$ cat src/rtl/spi_regs_pkg.sv
`default_nettype none
// +--------------------------------------------------------------------------+
// | Module : spi_regs_pkg                                                    |
// | Brief  : Register map, reset defaults and FSM encoding for the SPI       |
// |          frame decoder.                                                  |
// | Rev    : 1.0                                                             |
// +--------------------------------------------------------------------------+
package spi_regs_pkg;

   localparam int unsigned c_addr_w = 7;

   localparam logic [6:0] c_addr_id        = 7'h00;
   localparam logic [6:0] c_addr_ctrl      = 7'h01;
   localparam logic [6:0] c_addr_gain      = 7'h02;
   localparam logic [6:0] c_addr_status    = 7'h03;
   localparam logic [6:0] c_addr_sample_hi = 7'h04;
   localparam logic [6:0] c_addr_sample_lo = 7'h05;

   localparam logic [7:0] c_id_default   = 8'hEC;
   localparam logic [7:0] c_ctrl_default = 8'h00;

   typedef enum logic [1:0] {
      IDLE  = 2'd0,
      CMD   = 2'd1,
      WRITE = 2'd2,
      READ  = 2'd3
   } state_t;

   function automatic logic is_mapped(input logic [6:0] addr);
      return (addr <= c_addr_sample_lo);
   endfunction

endpackage
`default_nettype wire

$ cat src/rtl/spi_frame_decoder_if.sv
`default_nettype none
// +--------------------------------------------------------------------------+
// | Module : spi_frame_decoder_if                                            |
// | Brief  : Byte-level handshake between an SPI slave PHY and the decoder.  |
// | Rev    : 1.0                                                             |
// +--------------------------------------------------------------------------+
interface spi_frame_decoder_if;

   logic       cs_n;
   logic [7:0] rx_data;
   logic       rx_valid;
   logic [7:0] tx_data;
   logic       tx_load;

   modport master (
      output cs_n,
      output rx_data,
      output rx_valid,
      input  tx_data,
      input  tx_load
   );

   modport slave (
      input  cs_n,
      input  rx_data,
      input  rx_valid,
      output tx_data,
      output tx_load
   );

endinterface
`default_nettype wire

$ cat src/rtl/spi_reg_bank.sv
`default_nettype none
// +--------------------------------------------------------------------------+
// | Module : spi_reg_bank                                                    |
// | Brief  : Register storage, read mux, sample shadow and sticky err flag.  |
// | Rev    : 1.0                                                             |
// +--------------------------------------------------------------------------+
module spi_reg_bank
   import spi_regs_pkg::*;
#(
   parameter logic [7:0] ID_VALUE   = c_id_default,
   parameter logic [7:0] CTRL_RESET = c_ctrl_default
) (
   input  wire         clk,
   input  wire         reset,
   input  wire         frame_idle,
   input  wire         wr_en,
   input  wire  [6:0]  wr_addr,
   input  wire  [7:0]  wr_data,
   input  wire         rd_en,
   input  wire  [6:0]  rd_addr,
   input  wire  [15:0] sample,
   output logic [7:0]  rd_data,
   output logic        led,
   output logic        acq_en,
   output logic [7:0]  gain,
   output logic        err
);

   logic [7:0] r_ctrl;
   logic [7:0] r_gain;
   logic [7:0] r_shadow;
   logic       r_shadow_valid;
   logic       r_err;
   logic       w_unmapped_access;
   logic       w_err_clear;

   always_ff @(posedge clk or negedge reset) begin
      if (!reset) begin
         r_ctrl <= CTRL_RESET;
         r_gain <= '0;
      end else if (wr_en) begin
         if (wr_addr == c_addr_ctrl) r_ctrl <= wr_data;
         if (wr_addr == c_addr_gain) r_gain <= wr_data;
      end
   end

   // Shadow keeps a HI/LO read pair coherent; validity never outlives the frame.
   always_ff @(posedge clk or negedge reset) begin
      if (!reset) begin
         r_shadow       <= '0;
         r_shadow_valid <= 1'b0;
      end else if (frame_idle) begin
         r_shadow_valid <= 1'b0;
      end else if (rd_en && (rd_addr == c_addr_sample_hi)) begin
         r_shadow       <= sample[7:0];
         r_shadow_valid <= 1'b1;
      end
   end

   assign w_unmapped_access = (wr_en && !is_mapped(wr_addr)) ||
                              (rd_en && !is_mapped(rd_addr));
   assign w_err_clear       = wr_en && (wr_addr == c_addr_status) && wr_data[0];

   always_ff @(posedge clk or negedge reset) begin
      if (!reset) begin
         r_err <= 1'b0;
      end else if (w_unmapped_access) begin
         r_err <= 1'b1;
      end else if (w_err_clear) begin
         r_err <= 1'b0;
      end
   end

   always_comb begin
      rd_data = '0;
      case (rd_addr)
         c_addr_id:        rd_data = ID_VALUE;
         c_addr_ctrl:      rd_data = r_ctrl;
         c_addr_gain:      rd_data = r_gain;
         c_addr_status:    rd_data = {7'b0, r_err};
         c_addr_sample_hi: rd_data = sample[15:8];
         c_addr_sample_lo: rd_data = r_shadow_valid ? r_shadow : sample[7:0];
         default:          rd_data = '0;
      endcase
   end

   assign led    = r_ctrl[0];
   assign acq_en = r_ctrl[1];
   assign gain   = r_gain;
   assign err    = r_err;

endmodule
`default_nettype wire

$ cat src/rtl/spi_frame_decoder.sv
`default_nettype none
// +--------------------------------------------------------------------------+
// | Module : spi_frame_decoder                                               |
// | Brief  : Decodes SPI command/data frames into register reads and writes. |
// | Rev    : 1.0                                                             |
// +--------------------------------------------------------------------------+
module spi_frame_decoder
   import spi_regs_pkg::*;
#(
   parameter logic [7:0] ID_VALUE   = c_id_default,
   parameter logic [7:0] CTRL_RESET = c_ctrl_default
) (
   input  wire                   clk,
   input  wire                   reset,
   spi_frame_decoder_if.slave    bus,
   input  wire  [15:0]           sample,
   output logic                  led,
   output logic                  acq_en,
   output logic [7:0]            gain,
   output logic                  err
);

   state_t     r_state;
   state_t     w_state_next;
   logic       r_armed;
   logic [6:0] r_addr;
   logic [7:0] r_tx_data;
   logic       r_tx_load;

   logic       w_byte;
   logic       w_cmd_stb;
   logic       w_wr_stb;
   logic       w_rd_next_stb;
   logic       w_rd_en;
   logic [6:0] w_rd_addr;
   logic [6:0] w_addr_inc;
   logic [7:0] w_rd_data;

   // A byte only counts while the frame is still open.
   assign w_byte        = bus.rx_valid && !bus.cs_n;
   assign w_cmd_stb     = w_byte && (r_state == CMD);
   assign w_wr_stb      = w_byte && (r_state == WRITE);
   assign w_rd_next_stb = w_byte && (r_state == READ);
   assign w_addr_inc    = r_addr + 7'd1;
   assign w_rd_en       = (w_cmd_stb && !bus.rx_data[7]) || w_rd_next_stb;
   assign w_rd_addr     = w_cmd_stb ? bus.rx_data[6:0] : w_addr_inc;

   always_ff @(posedge clk or negedge reset) begin
      if (!reset) begin
         r_state <= IDLE;
      end else begin
         r_state <= w_state_next;
      end
   end

   always_comb begin
      w_state_next = r_state;
      if (bus.cs_n) begin
         w_state_next = IDLE;
      end else begin
         case (r_state)
            IDLE:    if (r_armed) w_state_next = CMD;
            CMD:     if (bus.rx_valid) w_state_next = bus.rx_data[7] ? WRITE : READ;
            default: w_state_next = r_state;
         endcase
      end
   end

   // After reset the decoder must see cs_n high before it trusts a frame start.
   always_ff @(posedge clk or negedge reset) begin
      if (!reset) begin
         r_armed <= 1'b0;
      end else if (bus.cs_n) begin
         r_armed <= 1'b1;
      end
   end

   always_ff @(posedge clk or negedge reset) begin
      if (!reset) begin
         r_addr <= '0;
      end else if (w_cmd_stb) begin
         r_addr <= bus.rx_data[6:0];
      end else if (w_wr_stb || w_rd_next_stb) begin
         r_addr <= w_addr_inc;
      end
   end

   always_ff @(posedge clk or negedge reset) begin
      if (!reset) begin
         r_tx_data <= '0;
         r_tx_load <= 1'b0;
      end else begin
         r_tx_load <= w_rd_en;
         if (w_rd_en) r_tx_data <= w_rd_data;
      end
   end

   assign bus.tx_data = r_tx_data;
   assign bus.tx_load = r_tx_load;

   spi_reg_bank #(
      .ID_VALUE   (ID_VALUE),
      .CTRL_RESET (CTRL_RESET)
   ) u_reg_bank (
      .clk        (clk),
      .reset      (reset),
      .frame_idle (bus.cs_n),
      .wr_en      (w_wr_stb),
      .wr_addr    (r_addr),
      .wr_data    (bus.rx_data),
      .rd_en      (w_rd_en),
      .rd_addr    (w_rd_addr),
      .sample     (sample),
      .rd_data    (w_rd_data),
      .led        (led),
      .acq_en     (acq_en),
      .gain       (gain),
      .err        (err)
   );

endmodule
`default_nettype wire

$ cat src/flat_wrapper.sv
// flat-port wrapper written by rule: the top's interface ports become plain ports
module spi_frame_decoder_flat import spi_regs_pkg::*;
#(
   parameter logic [7:0] ID_VALUE   = c_id_default,
   parameter logic [7:0] CTRL_RESET = c_ctrl_default
)
  (clk, reset, sample, led, acq_en, gain, err, bus_cs_n, bus_rx_data, bus_rx_valid, bus_tx_data, bus_tx_load);
  spi_frame_decoder_if bus_i ();
  input  wire clk;
  input  wire reset;
  input  wire  [15:0] sample;
  output logic led;
  output logic acq_en;
  output logic [7:0] gain;
  output logic err;
  input wire logic [$bits(bus_i.cs_n)-1:0] bus_cs_n;
  input wire logic [$bits(bus_i.rx_data)-1:0] bus_rx_data;
  input wire logic [$bits(bus_i.rx_valid)-1:0] bus_rx_valid;
  output wire logic [$bits(bus_i.tx_data)-1:0] bus_tx_data;
  output wire logic [$bits(bus_i.tx_load)-1:0] bus_tx_load;
  assign bus_i.cs_n = bus_cs_n;
  assign bus_i.rx_data = bus_rx_data;
  assign bus_i.rx_valid = bus_rx_valid;
  assign bus_tx_data = bus_i.tx_data;
  assign bus_tx_load = bus_i.tx_load;
  spi_frame_decoder #(.ID_VALUE(ID_VALUE), .CTRL_RESET(CTRL_RESET)) u_core (.clk(clk), .reset(reset), .bus(bus_i), .sample(sample), .led(led), .acq_en(acq_en), .gain(gain), .err(err));
endmodule
$ cat config.mk
export PLATFORM = sky130hd
export DESIGN_NAME = spi_frame_decoder_flat
export DESIGN_NICKNAME = d
export VERILOG_FILES = /design/src/rtl/spi_regs_pkg.sv /design/src/rtl/spi_frame_decoder_if.sv /design/src/rtl/spi_reg_bank.sv /design/src/rtl/spi_frame_decoder.sv /design/src/flat_wrapper.sv
export SDC_FILE = /design/constraint.sdc
export NUM_CORES = 1
export LEC_CHECK = 0
export ABC_AREA = 1
export CAP_MARGIN = 25
export CORE_MARGIN = 1
export CORE_UTILIZATION = 32
export CTS_BUF_LIST = sky130_fd_sc_hd__clkbuf_16
export DETAILED_ROUTE_END_ITERATION = 8
export GPL_ROUTABILITY_DRIVEN = 0
export SETUP_SLACK_MARGIN = 0.05
export SLEW_MARGIN = 20
export SYNTH_ARGS = -nofsm -noshare
export SYNTH_HDL_FRONTEND = slang
export SYNTH_SLANG_ARGS = --single-unit
$ cat constraint.sdc
create_clock -name clk -period 2 [get_ports clk]
set_input_delay 0.4 -clock clk [delete_from_list [all_inputs] [get_ports clk]]
set_output_delay 0.4 -clock clk [all_outputs]
set_load 0.02 [all_outputs]
==> results.sh <==
export IMPL_wl_met2_mm=3.559
export IMPL_layout_commonest_cell="nand2_1"
export IMPL_drtPass1Iterations=4
export IMPL_ant_nets=0
export IMPL_grt_max_degree=46
export IMPL_ir_worst_vdd_mv=0.5978
export IMPL_cts_tree="yes"
export IMPL_grt_overflow_total=0
export IMPL_power_per_cell_area_mw_per_mm2=928.7
export IMPL_clk_pin_slew_ns=0.07
export IMPL_rsz0062_at_grt="yes"
export IMPL_h_tree_depth=2
export IMPL_ys_warn_count=0
export IMPL_die_area_mm2=0.008329
export IMPL_die_x_um=91.27
export IMPL_syn_nets=366
export IMPL_cp_slowest_stage_delay_ns=0.41
export IMPL_drive_gt1_frac=0.2706
export IMPL_layout_nets=455
export IMPL_wirelength_mm=7.177
export IMPL_start_util=0.3300
export IMPL_dp_slack_ns=-0.3940
export IMPL_ys_ff_latch=45
export IMPL_slew_violations=0
export IMPL_ios=48
export IMPL_crit_family="simple AND/OR/NAND/NOR gates"
export IMPL_grt_pass1_wl_mm=11.85
export IMPL_sw_frac_of_total=0.3757
export IMPL_yosysSeqAreaShare=0.4416
export IMPL_yosysTopAreaCellShare=0.4416
export IMPL_synthTopCellsByArea="dfrtp_1 44%, nand2_1 14%, nand3_1 9.6%"
export IMPL_die_y_um=91.27
export IMPL_first_iter_violations=131
export IMPL_end_kind="register"
export IMPL_io_buffers=47
export IMPL_power_frac_seq=0.317
export IMPL_whs_ns=0.1920
export IMPL_maxUsedRoutingLayer="met4"
export IMPL_finalClockSkew_ns=0.005992
export IMPL_worst_path_most_repeated_cell="nand2_1"
export IMPL_holdCritPathClass="in2async"
export IMPL_fin_ws_ns=0.09815
export IMPL_finalCriticalPeriod_ns=1.902
export IMPL_ys_types=28
export IMPL_synth_cells=335
export IMPL_yosysTopAreaCell="dfrtp_1"
export IMPL_clk_latency_ns=0.29
export IMPL_wl_per_cell_um=13.62
export IMPL_grt_pass1_vias=2495
export IMPL_worstPathCellList="ha_4 -> nand3_2 -> nand2_2 -> nand3_2 -> nand2_2 -> nand3_2 -> nor2_4 -> buf_12 -> nand3_1 -> nand2_1 -> nor2_2 -> nand2_1 -> nand2_1 -> nand2_1"
export IMPL_critPathMaxFanout=7
export IMPL_critPathSlowestCell="dfrtp_1"
export IMPL_grt_antenna_before_repair=0
export IMPL_core_area_mm2=0.007727
export IMPL_fin_util=0.4917
export IMPL_cts_buffers=5
export IMPL_path_class="reg2reg"
export IMPL_fmax_ghz=0.5258
export IMPL_vias=2529
export IMPL_track_usage=0.1780
export IMPL_cp_required_ns=2.22
export IMPL_critPathArrivalTime_ns=2.13
export IMPL_clockBufferDepth=2
export IMPL_finalHoldViolations=0
export IMPL_power_frac_comb=0.453
export IMPL_clkSinkCount=45
export IMPL_avgViaCountPerCell=4.799
export IMPL_met3WireLength_um=270
export IMPL_p_clk_frac=0.229
export IMPL_rows=32
export IMPL_drv_cap=0
export IMPL_intPower_mw=2.203
export IMPL_p_switching_mw=1.326
export IMPL_status="complete, no violations"
export IMPL_avgSynthCellArea_um2=7.612
export IMPL_area_delta_synth_final_pct=49.02
export IMPL_crit_buf_inv=1
export IMPL_final_cell_mix="85 x nand2_1, 44 x clkdlybuf4s50_1, 44 x dfrtp_1, 39 x nand3_1, 37 x buf_4"
export IMPL_setup_viol=0
export IMPL_wl_met1_mm=3.309
export IMPL_drc=0
export IMPL_hpwl_mm=5.093
export IMPL_post_route_period_util=0.9509
export IMPL_leakagePower_nw=1.821
export IMPL_worst_setup_path_start_kind="register"
export IMPL_syn_area_mm2=0.002550
export IMPL_n_antenna_cell=0
export IMPL_slew_headroom=0.6124
export IMPL_cts_root_buf="clkbuf_16"
export IMPL_worstMarginPinSlew_ns=0.5813
-- timing repair --
action	4_1_cts	5_1_grt
setup buffers	5	6
hold buffers	0	0
gates resized for setup	25	34
endpoints found under the setup margin	17	18
cloned	1	0
pin swaps	14	25
-- path summary, 6_finish.rpt --
kind	from	end	slack, ns	depth (start not counted)
worst max-delay path	u_core.r_addr[1]$_DFFE_PN0P_	u_core.bus.tx_data[0]$_DFFE_PN0N_	0.1	14
worst min-delay path	reset	u_core.u_reg_bank.r_ctrl[6]$_DFFE_PN0P_	0.19	2
worst max register to register	u_core.r_addr[1]$_DFFE_PN0P_	u_core.bus.tx_data[0]$_DFFE_PN0N_	0.1	14
worst min register to register	u_core.bus.tx_data[1]$_DFFE_PN0N_	u_core.bus.tx_data[1]$_DFFE_PN0N_	0.47	2
max in group asynchronous	reset	u_core.r_addr[3]$_DFFE_PN0P_	1.39	2
min in group clk	u_core.bus.tx_data[1]$_DFFE_PN0N_	u_core.bus.tx_data[1]$_DFFE_PN0N_	0.47	2
-- metrics by stage --
step / instance area, um^2 / power [mW] / setup TNS [ns] / std cells
global placement: 3366 / 2.289 / -7.289 / 509
global route: 3800 / 3.742 / -0.1986 / 527
floorplan: 2550 / 1.765 / 0 / 335
detailed placement: 3366 / 2.305 / -7.714 / 509
CTS: 3655 / 3.328 / 0 / 523
finish: 3800 / 3.529 / 0 / 527
-- per-layer routing --
metal	global-route usage	up-vias
met1	0.2363	1183
met5	0	-
li1	-	1289
met3	0.02931	5
met4	0.04365	0
met2	0.3018	52
-- cell usage after synthesis, drive strengths merged --
library cell and n:
nand2 98, nand3 51, dfrtp 45, o21ai 43, inv 37, nor2 20
nand4 8, buf 6, clkbuf 6, o21bai 6, a21oi 4, ha 3
nor3 3, a211oi 2, a2111oi 1, o211ai 1, or2 1
-- state kept, by name, indices dropped and copies added, names as in the netlist --
register                          cells
u_core.r_armed                        1
u_core.bus.tx_load                    1
u_core.bus.tx_data                    8
u_core.u_reg_bank.r_ctrl              8
u_core.r_state                        2
u_core.r_addr                         7
u_core.u_reg_bank.r_shadow_valid      1
u_core.u_reg_bank.r_shadow            8
u_core.u_reg_bank.err                 1
u_core.u_reg_bank.gain                8
-- final cells by class --
| class | instances | area, um^2 |
|---|---|---|
| Fill cell | 750 | 3928 |
| Multi-Input combinational cell | 241 | 1394 |
| Sequential cell | 45 | 1127 |
| Timing Repair Buffer | 94 | 862.1 |
| Inverter | 37 | 146.4 |
| Tap cell | 102 | 127.6 |
| Clock buffer | 5 | 125.1 |
| Clock inverter | 3 | 17.52 |
-- power groups by stage --
stage	combinational (mW)	clock [mW]	sequential [mW]
finish	1.60	0.810	1.12
global route	1.75	0.858	1.13
CTS	1.40	0.833	1.09
detailed placement	1.20	0	1.11
global placement	1.18	0	1.10
floorplan	0.660	0	1.11
-- logic make-up (layout without fill, tap and decap cells) --
group,after synthesis,after routing,share of synthesized area
AND/OR/NAND/NOR,181,181,0.3253
AO/OA/AOI/OAI,57,57,0.1374
flip-flops,45,45,0.4416
buffers and inverters,49,139,0.08096
adder cells (fa/ha/maj),3,3,0.01472
Note: power is estimated with default switching activity, not from simulation.
